$ cat src/rtl/cache_requester.sv
// Memory-stage request master: validates alignment, holds one cache request until fulfilled or
// aborted by the watchdog, then returns an extended load result or a completion/error response.
package cache_requester_pkg;
  typedef enum logic {LOAD = 1'b0, STORE = 1'b1} memory_operation_e;
  typedef enum logic [1:0] {BYTE = 2'd0, HALF = 2'd1, WORD = 2'd2} memory_operation_size_e;
endpackage

module cache_requester
  import cache_requester_pkg::*;
#(
  parameter int XLEN           = 32,
  parameter int TIMEOUT_CYCLES = 256
) (
  input  logic                   clk,
  input  logic                   reset,
  input  logic                   op_valid_i,
  output logic                   op_ready_o,
  input  memory_operation_e      op_operation_i,
  input  memory_operation_size_e op_size_i,
  input  logic                   op_unsigned_i,
  input  logic [XLEN-1:0]        op_address_i,
  input  logic [XLEN-1:0]        op_store_data_i,
  output logic                   rsp_valid_o,
  output logic [XLEN-1:0]        rsp_load_data_o,
  output logic                   rsp_misaligned_o,
  output logic                   rsp_timeout_o,
  cache_requester_if.master      req
);
  typedef enum logic [1:0] {IDLE, REQ, RESP} state_e;

  localparam int CW = (TIMEOUT_CYCLES > 1) ? $clog2(TIMEOUT_CYCLES) : 1;
  localparam logic [CW-1:0] CNT_LAST = CW'((TIMEOUT_CYCLES > 0) ? TIMEOUT_CYCLES - 1 : 0);

  state_e                 state_q, state_d;
  logic [CW-1:0]          cnt_q, cnt_d;
  logic                   mis_q, mis_d, to_q, to_d;
  logic [XLEN-1:0]        addr_q, wdata_q, rdata_q;
  memory_operation_e      op_q;
  memory_operation_size_e size_q;
  logic                   uns_q;
  logic                   accept, misaligned, capture_op, capture_rd;
  logic [7:0]             lane_b;
  logic [15:0]            lane_h;
  logic [XLEN-1:0]        ext;

  assign op_ready_o = (state_q == IDLE) && !reset;
  assign accept     = op_valid_i && op_ready_o;
  assign misaligned = ((op_size_i == HALF) && op_address_i[0]) ||
                      ((op_size_i == WORD) && (op_address_i[1:0] != 2'b00));

  always_comb begin
    state_d    = state_q;
    cnt_d      = cnt_q;
    mis_d      = mis_q;
    to_d       = to_q;
    capture_op = 1'b0;
    capture_rd = 1'b0;
    unique case (state_q)
      IDLE: if (accept) begin
        mis_d = misaligned;
        to_d  = 1'b0;
        cnt_d = '0;
        if (misaligned) state_d = RESP;
        else begin
          capture_op = 1'b1;
          state_d    = REQ;
        end
      end
      REQ: begin
        cnt_d = cnt_q + CW'(1);
        // fulfilment takes priority over a watchdog expiry in the same cycle
        if (req.req_fulfilled) begin
          capture_rd = 1'b1;
          state_d    = RESP;
        end else if ((TIMEOUT_CYCLES != 0) && (cnt_q == CNT_LAST)) begin
          to_d    = 1'b1;
          state_d = RESP;
        end
      end
      RESP:    state_d = IDLE;
      default: state_d = IDLE;
    endcase
  end

  always_ff @(posedge clk) begin
    if (reset) begin
      state_q <= IDLE;
      cnt_q   <= '0;
      mis_q   <= 1'b0;
      to_q    <= 1'b0;
      addr_q  <= '0;
      wdata_q <= '0;
      rdata_q <= '0;
      op_q    <= LOAD;
      size_q  <= WORD;
      uns_q   <= 1'b0;
    end else begin
      state_q <= state_d;
      cnt_q   <= cnt_d;
      mis_q   <= mis_d;
      to_q    <= to_d;
      if (capture_op) begin
        addr_q  <= op_address_i;
        wdata_q <= op_store_data_i;
        op_q    <= op_operation_i;
        size_q  <= op_size_i;
        uns_q   <= op_unsigned_i;
      end
      if (capture_rd) rdata_q <= req.req_loaded_word;
    end
  end

  // cache returns the whole aligned word; pick the addressed lane and extend
  always_comb begin
    lane_b = rdata_q[{addr_q[1:0], 3'b000} +: 8];
    lane_h = rdata_q[{addr_q[1], 4'b0000} +: 16];
    case (size_q)
      BYTE:    ext = {{(XLEN-8){~uns_q & lane_b[7]}}, lane_b};
      HALF:    ext = {{(XLEN-16){~uns_q & lane_h[15]}}, lane_h};
      default: ext = rdata_q;
    endcase
  end

  assign rsp_valid_o      = (state_q == RESP);
  assign rsp_misaligned_o = rsp_valid_o && mis_q;
  assign rsp_timeout_o    = rsp_valid_o && to_q;
  assign rsp_load_data_o  = (rsp_valid_o && !mis_q && !to_q && (op_q == LOAD)) ? ext : '0;

  assign req.req_valid      = (state_q == REQ);
  assign req.req_address    = addr_q;
  assign req.req_operation  = op_q;
  assign req.req_size       = size_q;
  assign req.req_store_word = wdata_q;
endmodule

$ cat src/rtl/cache_requester_if.sv
// Cache request bus between the memory-stage requester (master) and the cache (slave).
// req_operation / req_size carry the memory_operation_e / memory_operation_size_e encodings.
interface cache_requester_if #(
  parameter int XLEN = 32
);
  logic [XLEN-1:0] req_address;
  logic            req_operation;
  logic [1:0]      req_size;
  logic [XLEN-1:0] req_store_word;
  logic            req_valid;
  logic [XLEN-1:0] req_loaded_word;
  logic            req_fulfilled;

  modport master (
    output req_address, req_operation, req_size, req_store_word, req_valid,
    input  req_loaded_word, req_fulfilled
  );
  modport slave (
    input  req_address, req_operation, req_size, req_store_word, req_valid,
    output req_loaded_word, req_fulfilled
  );
endinterface

$ cat src/flat_wrapper.sv
// flat-port wrapper written by rule: the top's interface ports become plain ports
module cache_requester_flat import cache_requester_pkg::*;
#(
  parameter int XLEN           = 32,
  parameter int TIMEOUT_CYCLES = 256
)
  (clk, reset, op_valid_i, op_ready_o, op_operation_i, op_size_i, op_unsigned_i, op_address_i, op_store_data_i, rsp_valid_o, rsp_load_data_o, rsp_misaligned_o, rsp_timeout_o, req_req_address, req_req_operation, req_req_size, req_req_store_word, req_req_valid, req_req_loaded_word, req_req_fulfilled);
  cache_requester_if #(.XLEN(XLEN)) req_i ();
  input  logic clk;
  input  logic reset;
  input  logic op_valid_i;
  output logic op_ready_o;
  input  memory_operation_e op_operation_i;
  input  memory_operation_size_e op_size_i;
  input  logic op_unsigned_i;
  input  logic [XLEN-1:0] op_address_i;
  input  logic [XLEN-1:0] op_store_data_i;
  output logic rsp_valid_o;
  output logic [XLEN-1:0] rsp_load_data_o;
  output logic rsp_misaligned_o;
  output logic rsp_timeout_o;
  output wire logic [$bits(req_i.req_address)-1:0] req_req_address;
  output wire logic [$bits(req_i.req_operation)-1:0] req_req_operation;
  output wire logic [$bits(req_i.req_size)-1:0] req_req_size;
  output wire logic [$bits(req_i.req_store_word)-1:0] req_req_store_word;
  output wire logic [$bits(req_i.req_valid)-1:0] req_req_valid;
  input wire logic [$bits(req_i.req_loaded_word)-1:0] req_req_loaded_word;
  input wire logic [$bits(req_i.req_fulfilled)-1:0] req_req_fulfilled;
  assign req_req_address = req_i.req_address;
  assign req_req_operation = req_i.req_operation;
  assign req_req_size = req_i.req_size;
  assign req_req_store_word = req_i.req_store_word;
  assign req_req_valid = req_i.req_valid;
  assign req_i.req_loaded_word = req_req_loaded_word;
  assign req_i.req_fulfilled = req_req_fulfilled;
  cache_requester #(.XLEN(XLEN), .TIMEOUT_CYCLES(TIMEOUT_CYCLES)) u_core (.clk(clk), .reset(reset), .op_valid_i(op_valid_i), .op_ready_o(op_ready_o), .op_operation_i(op_operation_i), .op_size_i(op_size_i), .op_unsigned_i(op_unsigned_i), .op_address_i(op_address_i), .op_store_data_i(op_store_data_i), .rsp_valid_o(rsp_valid_o), .rsp_load_data_o(rsp_load_data_o), .rsp_misaligned_o(rsp_misaligned_o), .rsp_timeout_o(rsp_timeout_o), .req(req_i));
endmodule
$ cat config.mk
export PLATFORM = sky130hd
export DESIGN_NAME = cache_requester_flat
export DESIGN_NICKNAME = d
export VERILOG_FILES = /design/src/rtl/cache_requester.sv /design/src/rtl/cache_requester_if.sv /design/src/flat_wrapper.sv
export SDC_FILE = /design/constraint.sdc
export NUM_CORES = 1
export LEC_CHECK = 0
export BUFFER_PORTS_ARGS = -buffer_cell sky130_fd_sc_hd__buf_2
export CORE_AREA = 2 2 114 116
export CTS_CLUSTER_SIZE = 16
export DETAILED_ROUTE_END_ITERATION = 7
export DIE_AREA = 0 0 116 118
export HOLD_SLACK_MARGIN = 0.15
export PLACE_DENSITY_LB_ADDON = 0.3
export SYNTH_ARGS = -nofsm -noshare
export SYNTH_HDL_FRONTEND = slang
export SYNTH_SLANG_ARGS = --single-unit
$ cat constraint.sdc
create_clock -name clk -period 2.3 [get_ports clk]
set_input_delay 0.46 -clock clk [delete_from_list [all_inputs] [get_ports clk]]
set_output_delay 0.46 -clock clk [all_outputs]
set_load 0.05 [all_outputs]
## After elaboration in Yosys (flattened, before gate mapping)

Index checks and enable logic that the tools add are counted.

- Flip-flop bits (word level): 112
- Input bits: 104
- Output and inout bits: 104
- Word-level logic and storage cells: 66

- Add/subtract/negate cells: 1
- Equality and inequality tests: 10
- Shift-type cells: 2
- Mux-type cells: 18
- Bitwise logic cells: 4
- Reduce and logical (&&, ||, !) cells: 21

Operators by type and width:

| kind | number |
|---|---|
| $pmux W32 S2 | 1 |
| $mux W32 | 1 |
| $shiftx A32 B6 Y16 | 1 |
| $shiftx A32 B6 Y8 | 1 |
| $pmux W8 S2 | 1 |
| $logic_and A1 B1 Y1 | 9 |
| $add A8 B1 Y8 const B | 1 |
| $eq A8 B8 Y1 const B | 1 |
| $mux W1 | 8 |
| $mux W2 | 4 |
| $mux W8 | 1 |
| $eq A2 B1 Y1 const B | 3 |
| $reduce_and A2 Y1 | 3 |
| $eq A2 B2 Y1 const B | 2 |
| $logic_not A2 Y1 | 2 |
| $ne A2 B1 Y1 const B | 2 |
| $pmux W2 S2 | 1 |
| $reduce_and A4 Y1 | 1 |
| $reduce_bool A2 Y1 | 2 |
| $logic_not A1 Y1 | 3 |
| $ne A3 B1 Y1 const B | 1 |
| $and A1 B1 Y1 | 2 |
| $ne A2 B2 Y1 const B | 1 |
| $not A1 Y1 | 2 |
| other kinds (2) | 2 |

## Longest topological paths before layout

- Depth after elaboration: 6
- Depth in mapped cells: 8
- Mapped depth without buffers: 5

## Least setup slack after synthesis

OpenSTA, ideal clock, no wires.

- Kind: register to output
- Start: register u_core.addr_q[0] (netlist: u_core.req.req_address[0])
- End: output rsp_load_data_o[16]
- Data arrival time: 2.363 ns
- Required time: 1.840 ns
- Path slack: -0.523 ns
- Cell stages (with the launch flop): 6
- Buffers on the path: 1
- Cells stage by stage: dfxtp_1 nor2b_4 buf_6 a32oi_2 a221o_2 a21oi_1

- Cells in the longest elaborated chain, start to end: 4

Ends and longest elaborated chain:

| element | RTL line | source |
|---|---|---|
| from (decl) | cache_requester.sv:37 | `logic [XLEN-1:0] addr_q, wdata_q, rdata_q;` |
| from (signal assigned) | cache_requester.sv:103 | `addr_q <= op_address_i;` |
| $shiftx A32 B6 Y8 | cache_requester.sv:115 | `lane_b = rdata_q[{addr_q[1:0], 3'b000} +: 8];` |
| $and A1 B1 Y1 | cache_requester.sv:118 | `BYTE: ext = {{(XLEN-8){~uns_q & lane_b[7]}}, lane_b};` |
| $pmux W32 S2 | cache_requester.sv:117 | `case (size_q)` |
| $mux W32 | cache_requester.sv:127 | `assign rsp_load_data_o = (rsp_valid_o && !mis_q && !to_q && (op_q == LOAD)) ? ext : '0;` |
| to (decl) | flat_wrapper.sv:19 | `output logic [XLEN-1:0] rsp_load_data_o;` |

Every way passes these cells.

## Worst setup path in the final report

- Start: register u_core.addr_q[1] (netlist: u_core.req.req_address[1])
- End: output rsp_load_data_o[9]

- Cells in the longest elaborated chain, start to end: 4
- Elaborated cells on any way between the ends: 5
- Classes of those cells: shift: 2; mux: 2; bitwise: 1

Ends and longest elaborated chain:

| element | RTL line |
|---|---|
| $shiftx A32 B6 Y8 | cache_requester.sv:115 |
| $and A1 B1 Y1 | cache_requester.sv:118 |
| $pmux W32 S2 * | cache_requester.sv:117 |
| $mux W32 * | cache_requester.sv:127 |

Mark *: on every way between the ends. The rest lies on a longest branch, timed or not.

==> results.cfg <==
[run_status]
status = finished with violations
violations = negative setup slack

[worst_setup_path]
critical_path.cell_chain = mux2_4 > a32oi_4 > buf_4 > nor2_4 > o31a_1 > buf_6
cp.required_ps = 1840
critPathArrivalTime_ps = 1990
worst_setup_path_end_kind = output pin
crit_fanout = 7
max_stage_delay_ps = 380
cp_slowest_cell = dfxtp_4
crit_type = flip-flop to output pin
crit_path_start_kind = flip-flop

[grt]
first_global_vias = 4528
grt-ovfl-total = 0
grt_usage = 0.1998
grt_pass1_wl_mm = 21.78
grt_max_degree = 113
antenna_found_initial = 2

[floorplanning]
chipHeight_um = 118
ioPinCount = 208
fp.dieW_um = 116
floorplan.initialDensity = 0.3964
coreArea_um2 = 12410
die_area_um2 = 13690
rows = 41

[placed_design]
placed_cells = 914
gp_congestion = 0.8494
place.port_buffers = 207
place.detailed.hpwl_mm = 10.30

[sta]
rsz0062_at_grt = true
finClkSkew_ps = 6.890
worst_pin_slew_ps = 1155
max_slew_margin = 0.2301
period_minus_slack_ps = 2449
finalSetupViolations = 25
finalWorstSetupSlack_ps = -149.3
fin_crit_sh = 1.065
fin_worst_hold_slack_ps = 341.7
hold_violations = 0
slew_violations = 0
fmax_ghz = 0.4083

[synthesis]
ys_ff_latch = 112
ys.flop_type = dfxtp_1
synth_area_per_cell_um2 = 8.883
ys_types = 45
synth_nets = 659
netlist_top_cells_area = dfxtp_1 (46%), mux2i_1 (15%), nor2_1 (6.3%), nand2_1 (5.6%), a21oi_1 (4.8%)
synth_edf_count = 0
ys_seq_area_frac = 0.4556
syn_inst = 554
synth_top_area_cell = dfxtp_1
synth_warnings = 0
synth_top_cell_area_share = 0.4556
synth_async_sr_flop_share = 0
synth.cell_area_um2 = 4921

[power]
worst_ir_drop_vdd_v = 0.0004617
pwr-share-seq = 0.475
clock_power_share = 0.333
combPwrFrac = 0.192
switching_power_mw = 1.330
total_power_mw = 4.384
p_sw_frac = 0.3034
power_density_nw_per_um2 = 643.9
leakage_nw = 2.819
internal_power_mw = 3.054

[hold_path]
min-delay-path-class = input port to flip-flop

[clock_network]
cts-htree-levels = 3
cts-root-buf = clkbuf_16
clock_latency_ps = 350
cts_tree = done
cts.path.max_buffers = 2
cts.sinks = 112
numCtsBuffers = 9
hold_buffers = 0
clkTransAtPathRegs_ps = 70

[drt]
wl_per_cell_um = 14.88
final_antenna_net_count = 0
viasPerCell = 4.958
drt_iter0_markers = 257
drc = 0
vias = 4631
routed_wl_mm = 13.90
first_pass_iters = 5

[final_layout]
drive_above_1_share = 0.3798
fin_cells = 934
area_delta_synth_final_pct = 38.34
fin_nets = 861

[flow_run]
cap_violations = 0
==> power groups by stage <==
stage	clock, mW	combinational, mW	sequential (mW)
3_3_place_gp	0	0.817	2.12
6_report	1.46	0.842	2.08
4_1_cts	1.51	0.845	2.08
2_1_floorplan	0	0.395	2.31
5_1_grt	1.58	0.901	2.09
3_5_place_dp	0	0.830	2.12
==> Yosys cell counts, types with 2 or more instances <==
cell and count:
nor3b_1 2, nand2_1 74, clkbuf_1 19, inv_1 18, buf_6 11, nor3_1 9, o211a_1 2, nand4_1 2
o31a_1 7, a21oi_1 47, and2_1 4, buf_1 3, nor2b_1 9, a22o_1 3, a31oi_1 4, o21ai_0 7
and4_1 2, mux2i_1 73, o21a_1 7, a22oi_1 4, dfxtp_1 112, o221a_2 4, nand2b_1 4, mux2_2 3
a21oi_2 10, or3_1 2, buf_2 6, nor2_1 82, nand3_1 8
==> layout by cell type, fill, tap and decap left out, types with 5 or more instances in the layout <==
cell type  count
dfxtp_1      108
nand2_1       74
a21oi_1       40
mux2i_1       73
nand3_1        8
clkbuf_16      9
a21oi_2        7
buf_6         28
inv_1         17
buf_12         5
buf_4         23
buf_2        175
o31a_1         7
nor3_1         6
o21ai_0        7
nor2_1        81
o21a_1         7
nor2b_1        9
a21oi_4       10
==> cell families after synthesis <==
kind of cell	after synthesis	share of synthesized area
muxes	77	0.1584
AOI/OAI and AO/OA	102	0.1393
and+or+nand+nor	203	0.1800
adders and majority gates	1	0.002542
buffers and inverters	59	0.06407
DFF	112	0.4556
==> flip-flops by register name (all words and copies together), names as in the netlist <==
register / flops
u_core.to_q: 1
u_core.req.req_operation: 1
u_core.req.req_store_word: 32
u_core.rdata_q: 32
u_core.req.req_address: 32
u_core.req.req_size: 2
u_core.cnt_q: 8
u_core.mis_q: 1
u_core.state_q: 2
u_core.uns_q: 1
==> area by class of cell <==
cell class,instances,area (um^2)
tap,172,215.2
fill,1172,5607
clock inverter,6,45.04
clock buffer,10,229.0
antenna,1,2.502
timing repair buffer,231,1464
sequential,112,2255
multi-input combinational,383,2522
inverter,19,75.07
==> per-stage QoR <==
step	cell area, um^2	setup TNS [ps]	worst slack [ps]	utilization
after global routing	6805	-4498	-205.1	0.5482
after floorplan	5042	0	0.4110	-
after detailed placement	6279	0	127.1	0.5057
after CTS	6775	-3017	-149.6	0.5458
after global placement	6279	0	188.5	0.5057
final	6808	-2663	-149.3	0.5484
==> path summary, 6_finish.rpt <==
kind	from	to	slack, ps	cells after the start
max	u_core.req.req_address[1]	rsp_load_data_o[9]	-150	6
min	op_address_i[3]	u_core.req.req_address[3]	340	3
max reg2reg	u_core.state_q[0]	u_core.req.req_address[6]	560	6
min reg2reg	u_core.rdata_q[2]	u_core.rdata_q[2]	470	2
==> worst max-delay path, delay by kind of cell (launching register included) <==
kind	cells	cell delay, ps
flip-flops	1	380
AO/OA/AOI/OAI	2	560
AND/OR/NAND/NOR	1	50
buffers and inverters	2	320
multiplexers	1	330
==> metal layers <==
metal,part of all wire,GRT usage,vias to the layer above
met5,0,0,-
met4,0.025,0.08854,0
met3,0.084,0.06385,22
met2,0.49,0.3381,184
met1,0.41,0.2274,2140
li1,-,-,2285
==> repair_timing <==
item	4_1_cts	5_1_grt
endpoints found under the setup margin	30	31
resized for setup	63	6
setup buffers	3	1
pin swaps	6	2
Power figures use the tool's default switching activity.
